## config.mk

```make
export PLATFORM = sky130hd
export DESIGN_NAME = soc_apb_timer_event_gen
export DESIGN_NICKNAME = d
export VERILOG_FILES = /design/src/rtl/soc_apb_timer_event_gen.sv
export SDC_FILE = /design/constraint.sdc
export NUM_CORES = 1
export LEC_CHECK = 0
export ABC_AREA = 1
export CAP_MARGIN = 20
export CELL_PAD_IN_SITES_DETAIL_PLACEMENT = 1
export CELL_PAD_IN_SITES_GLOBAL_PLACEMENT = 1
export CORE_MARGIN = 5
export CORE_UTILIZATION = 34
export CTS_BUF_LIST = sky130_fd_sc_hd__clkbuf_8
export DETAILED_ROUTE_END_ITERATION = 16
export GPL_TIMING_DRIVEN = 0
export PLACE_DENSITY = 0.89
export SLEW_MARGIN = 40
export SYNTH_ARGS = -nofsm -noshare
export SYNTH_HDL_FRONTEND = slang
export SYNTH_SLANG_ARGS = --single-unit
export TNS_END_PERCENT = 20
```

## constraint.sdc

```tcl
create_clock -name clk_i -period 1.62 [get_ports clk_i]
set_input_delay 0.162 -clock clk_i [delete_from_list [all_inputs] [get_ports clk_i]]
set_output_delay 0.162 -clock clk_i [all_outputs]
set_load 0.02 [all_outputs]
```

## src/rtl/soc_apb_timer_event_gen.sv

```systemverilog
// Trigger conditioner in front of the APB timer. Each timer half selects one external line,
// which is synchronised, glitch-filtered and edge-detected into a registered event pulse.
module soc_apb_timer_event_gen #(
    parameter int unsigned APB_ADDR_WIDTH = 12,
    parameter int unsigned N_EXT          = 8
) (
    input  logic                      clk_i,
    input  logic                      rst_i,
    input  logic [APB_ADDR_WIDTH-1:0] PADDR_i,
    input  logic [31:0]               PWDATA_i,
    input  logic                      PWRITE_i,
    input  logic                      PSEL_i,
    input  logic                      PENABLE_i,
    output logic [31:0]               PRDATA_o,
    output logic                      PREADY_o,
    output logic                      PSLVERR_o,
    input  logic [N_EXT-1:0]          ext_trig_i,
    output logic                      event_lo_o,
    output logic                      event_hi_o
);
    typedef enum logic [1:0] {MODE_RISE, MODE_FALL, MODE_BOTH, MODE_LEVEL} mode_e;

    typedef struct packed {
        logic       en;
        logic [3:0] filt;
        mode_e      mode;
        logic [7:0] sel;
    } cfg_t;

    cfg_t [1:0]       cfg_q, cfg_d;
    logic [N_EXT-1:0] sync1_q, sync2_q;
    logic [1:0]       filt_q, filt_d, prev_q, prev_d;
    logic [1:0][3:0]  fcnt_q, fcnt_d;
    logic [1:0]       mux, det, hit;
    logic [1:0]       event_q;
    logic [1:0]       status_q, status_d;
    logic [15:0]      evt_lo_q, evt_lo_d, evt_hi_q, evt_hi_d;
    logic             wr_en, rd_en, status_wr, evt_wr;
    logic [1:0]       cfg_wr;
    logic [3:0]       off;
    cfg_t             wcfg;
    logic             unused_bits;

    // Zero-wait-state APB: an access completes in the cycle PSEL & PENABLE are both high,
    // so writes commit on that edge and read data is only driven during that cycle.
    assign wr_en     = PSEL_i & PENABLE_i & PWRITE_i;
    assign rd_en     = PSEL_i & PENABLE_i & ~PWRITE_i;
    assign off       = PADDR_i[3:0];
    assign cfg_wr[0] = wr_en && (off == 4'h0);
    assign cfg_wr[1] = wr_en && (off == 4'h4);
    assign status_wr = wr_en && (off == 4'h8);
    assign evt_wr    = wr_en && (off == 4'hC);
    assign wcfg      = cfg_t'({PWDATA_i[16], PWDATA_i[15:12], PWDATA_i[9:8], PWDATA_i[7:0]});

    assign PREADY_o    = 1'b1;
    assign PSLVERR_o   = 1'b0;
    assign event_lo_o  = event_q[0];
    assign event_hi_o  = event_q[1];
    assign unused_bits = ^{PADDR_i[APB_ADDR_WIDTH-1:4], PWDATA_i[31:18], PWDATA_i[11:10]};

    function automatic logic pick(input logic [N_EXT-1:0] v, input logic [7:0] sel);
        logic r;
        r = 1'b0;
        for (int i = 0; i < int'(N_EXT); i++) begin
            if (sel == 8'(i)) r = v[i];
        end
        return r;
    endfunction

    function automatic logic [31:0] cfg_rd(input cfg_t c);
        return {15'b0, c.en, c.filt, 2'b00, c.mode, c.sel};
    endfunction

    always_comb begin
        cfg_d  = cfg_q;
        filt_d = filt_q;
        prev_d = filt_q;
        fcnt_d = fcnt_q;
        mux    = '0;
        det    = '0;
        hit    = '0;
        for (int c = 0; c < 2; c++) begin
            mux[c] = pick(sync2_q, cfg_q[c].sel);
            case (cfg_q[c].mode)
                MODE_RISE: det[c] = filt_q[c] & ~prev_q[c];
                MODE_FALL: det[c] = ~filt_q[c] & prev_q[c];
                MODE_BOTH: det[c] = filt_q[c] ^ prev_q[c];
                default:   det[c] = filt_q[c];
            endcase
            if (cfg_wr[c]) begin
                // Re-seed from the new source so a select or enable change cannot look like an edge.
                cfg_d[c]  = wcfg;
                filt_d[c] = pick(sync2_q, wcfg.sel);
                prev_d[c] = pick(sync2_q, wcfg.sel);
                fcnt_d[c] = '0;
                hit[c]    = wcfg.en & PWDATA_i[17];
            end else begin
                hit[c] = cfg_q[c].en & det[c];
                if (mux[c] == filt_q[c]) begin
                    fcnt_d[c] = '0;
                end else if (fcnt_q[c] == cfg_q[c].filt) begin
                    filt_d[c] = mux[c];
                    fcnt_d[c] = '0;
                end else begin
                    fcnt_d[c] = fcnt_q[c] + 4'd1;
                end
            end
        end
    end

    // A pulse landing on the same edge as a clear wins for STATUS but loses for EVT_CNT.
    assign status_d = (status_q & ~(status_wr ? PWDATA_i[1:0] : 2'b00)) | event_q;
    assign evt_lo_d = evt_wr ? 16'h0 : evt_lo_q + {15'b0, event_q[0]};
    assign evt_hi_d = evt_wr ? 16'h0 : evt_hi_q + {15'b0, event_q[1]};

    always_ff @(posedge clk_i) begin
        if (rst_i) begin
            cfg_q    <= '0;
            sync1_q  <= '0;
            sync2_q  <= '0;
            filt_q   <= '0;
            prev_q   <= '0;
            fcnt_q   <= '0;
            event_q  <= '0;
            status_q <= '0;
            evt_lo_q <= '0;
            evt_hi_q <= '0;
        end else begin
            cfg_q    <= cfg_d;
            sync1_q  <= ext_trig_i;
            sync2_q  <= sync1_q;
            filt_q   <= filt_d;
            prev_q   <= prev_d;
            fcnt_q   <= fcnt_d;
            event_q  <= hit;
            status_q <= status_d;
            evt_lo_q <= evt_lo_d;
            evt_hi_q <= evt_hi_d;
        end
    end

    always_comb begin
        PRDATA_o = '0;
        if (rd_en) begin
            case (off)
                4'h0:    PRDATA_o = cfg_rd(cfg_q[0]);
                4'h4:    PRDATA_o = cfg_rd(cfg_q[1]);
                4'h8:    PRDATA_o = {30'b0, status_q};
                4'hC:    PRDATA_o = {evt_hi_q, evt_lo_q};
                default: PRDATA_o = '0;
            endcase
        end
    end
endmodule

```

==> flow_summary.ini <==
[final_layout]
nets = 854
area_growth_syn_to_layout_pct = 36.58
diodes = 0
multi_input_area_mm2 = 0.002613
fillers = 1758
stdcell_area_mm2 = 0.006451
drive_gt1_share_pct = 24.37
seq_area_mm2 = 0.001899

[critical_path]
cp_max_fo = 3
worstReg2RegEnd = evt_lo_q[14]$_SDFF_PP0_
reg2reg_from = evt_lo_q[0]$_SDFF_PP0_
r2r_slack_ps = -20
cp-start-kind = flop
cp.required_ps = 1910
critical_path_class = flop to flop
crit_path_end_kind = flop
crit_arrival_ps = 1930
r2r_cells = 11

[floorplan]
core_mm2 = 0.01377
die_area_mm2 = 0.01635
start_util_pct = 34.29
rows = 43
io_pins = 93
die_w_um = 127.9
die_h_um = 127.9

[synthesis]
yosysSeqAreaShare_pct = 39.84
synthesis.nets = 750
syn_inst = 683
syn-cell-area_mm2 = 0.004723
synth-seq-cells = 94
ys_types = 38
yosys_warnings = 0
syn_area_per_cell_um2 = 6.915

[global_routing]
grt_pass1_vias = 5138
grt_max_degree = 19
overflow = 0
gr-usage-all-layers_pct = 19.45
antenna_found_initial = 0
grt_pass1_wl_mm = 25.43

[flow_run]
cap_viol_max_count = 0

[worst_hold_path]
min_path_cells = 3
hold_start = ext_trig_i[4]
holdPathEnd = sync1_q[4]$_SDFF_PP0_
worstHoldPathType = input pin to flop

[clock_network]
cts_max_level = 3
postCtsHoldBufs = 0
cts.sink_count = 94
clk_latency_ps = 400
root_buffer = clkbuf_8
cts_buffers = 9
cts_tree = done
clk_pin_slew_ps = 120
clockBufferDepth = 2

[sta]
setup_viol = 3
fmax_ghz = 0.6080
drv_slew = 0
min_period_ps = 1645
finClkSkew_ps = 15.69
finalSetupTns_ps = -55.83
hold_viol = 0
worst_slack_ps = -24.80
slew_headroom_pct = 57.37
timing.hold.ws_ps = 274.4
finalCritPeriodShare_pct = 101.5
rsz0062_at_grt = true
tightest_slew_ps = 639.5

[outcome]
violations = setup timing
outcome = finished with violations

[pwr]
power_density_mw_per_mm2 = 689.7
leakagePower_nw = 2.644
p_total_mw = 4.449
ir_worst_vdd_mv = 0.4875

[detailed_routing]
wirelength_mm = 16.12
drc = 0
first_pass_iters = 4
num_vias = 4916
viasPerCell = 5.058
ant_nets = 0
wl_per_cell_um = 16.58
drt_iter0_drc = 234

[place]
dpl_cell_area_mm2 = 0.005602
gp_congestion = 0.8531
dp.final_hpwl_mm = 11.02
io_buffers = 65
pre_cts_slack_ps = -1206
## where the power goes
group | internal, mW | switching, mW | leakage (nW)
combinational | 0.154 | 0.212 | 1.77
sequential | 2.33 | 0.0165 | 0.766
clock | 0.752 | 0.983 | 0.108
total | 3.24 | 1.21 | 2.64
## flip-flops by register name, indices dropped and copies added, names as in the netlist
name and flops:
cfg_q 30, evt_hi_q 16, evt_lo_q 16, fcnt_q 8
sync1_q 8, sync2_q 8, event_q 2, filt_q 2
prev_q 2, status_q 2
## metal layers
metal	vias to the layer above	GRT usage [%]	share of wire [%]
met3	34	3.167	4.2
met2	110	36.57	53
met1	2397	22.09	40
met5	-	0	0
li1	2375	-	-
met4	0	6.679	2.4
## worst max path at each step
stage / from / to / slack (ps)
detailed placement: PENABLE_i / PRDATA_o[11] / -1210
finish: evt_lo_q[0]$_SDFF_PP0_ / evt_lo_q[14]$_SDFF_PP0_ / -20
CTS: event_q[1]$_SDFF_PP0_ / evt_hi_q[14]$_SDFF_PP0_ / -10
floorplan: event_q[0]$_SDFF_PP0_ / evt_lo_q[14]$_SDFF_PP0_ / -50
global placement: PENABLE_i / PRDATA_o[11] / -1130
global route: evt_lo_q[0]$_SDFF_PP0_ / evt_lo_q[14]$_SDFF_PP0_ / -100
## synth_stat cells, drive strengths merged
library cell,instances,area share [%]
inv,127,10
nand2,110,8.9
nor2,96,8.4
dfxtp,94,40
a21oi,55,6.1
o21ai,48,5.1
nand3,46,5.2
nor3,30,3.8
buf,15,2.0
ha,10,2.6
o221ai,9,2.1
clkbuf,8,0.64
xor2,8,1.5
nand4,6,0.79
o22ai,6,0.79
a221oi,2,0.37
clkinv,2,0.19
conb,2,0.16
nor3b,2,0.32
o211ai,2,0.32
or2,2,0.26
xnor2,2,0.37
o21a,1,0.16
## area by class of cell
type                    instances  area share [%]
plain buffers                  23           2.618
clock buffers                   9           1.920
clock inverters                 7           1.358
inverters                     129           7.874
multi-input cells             437           40.50
flip-flops and latches         94           29.44
well taps                     180           3.491
repair buffers                 92           12.68
repair inverters                1          0.1164
## stage by stage
stage	cells	utilization [%]
2_1_floorplan	683	-
3_3_place_gp	928	40.67
3_5_place_dp	928	40.67
4_1_cts	963	45.00
5_1_grt	972	46.84
6_report	972	46.84
## cell families after synthesis
| family | synth area share (%) |
|---|---|
| AND/OR/NAND/NOR | 27.66 |
| buffers and inverters | 12.98 |
| AO/OA/AOI/OAI | 14.86 |
| flip-flops | 39.84 |
| XOR/XNOR | 1.854 |
| adder cells (fa/ha/maj) | 2.649 |
| other | 0.1590 |
## cell usage in the layout (no fill, tap or decap), types with 5 or more instances in the layout
cell / instances
dfxtp_1: 84
nand2_1: 101
nor2_4: 10
buf_4: 43
nor3_1: 13
clkbuf_1: 7
nand3_2: 7
buf_6: 12
ha_1: 6
nor2_1: 82
xor2_1: 7
buf_2: 14
dlygate4sd2_1: 5
dfxtp_2: 8
a21oi_1: 51
inv_1: 116
clkbuf_8: 10
nand3_1: 36
clkdlybuf4s50_1: 24
o21ai_0: 43
nand2_2: 7
nor3_2: 11
nand4_1: 6
inv_2: 8
nor3_4: 6
## critical path, stage by stage, from the launching register on
cell and delay (ps):
dfxtp_2 370, ha_4 150, ha_4 150, nand2_4 60, nor2_4 110, nand2_2 80, nor2_4 120, nand3_4 90
nor2_4 110, nand2_1 80, o21ai_2 130, nor2_1 70
## timing repair
action / CTS / global route
pin swaps: 12 / 21
setup endpoints to repair: 42 / 49
setup buffers: 17 / 9
gates resized for setup: 250 / 57
gates cloned: 2 / 0
No activity file was read; power rests on OpenSTA's default activity.
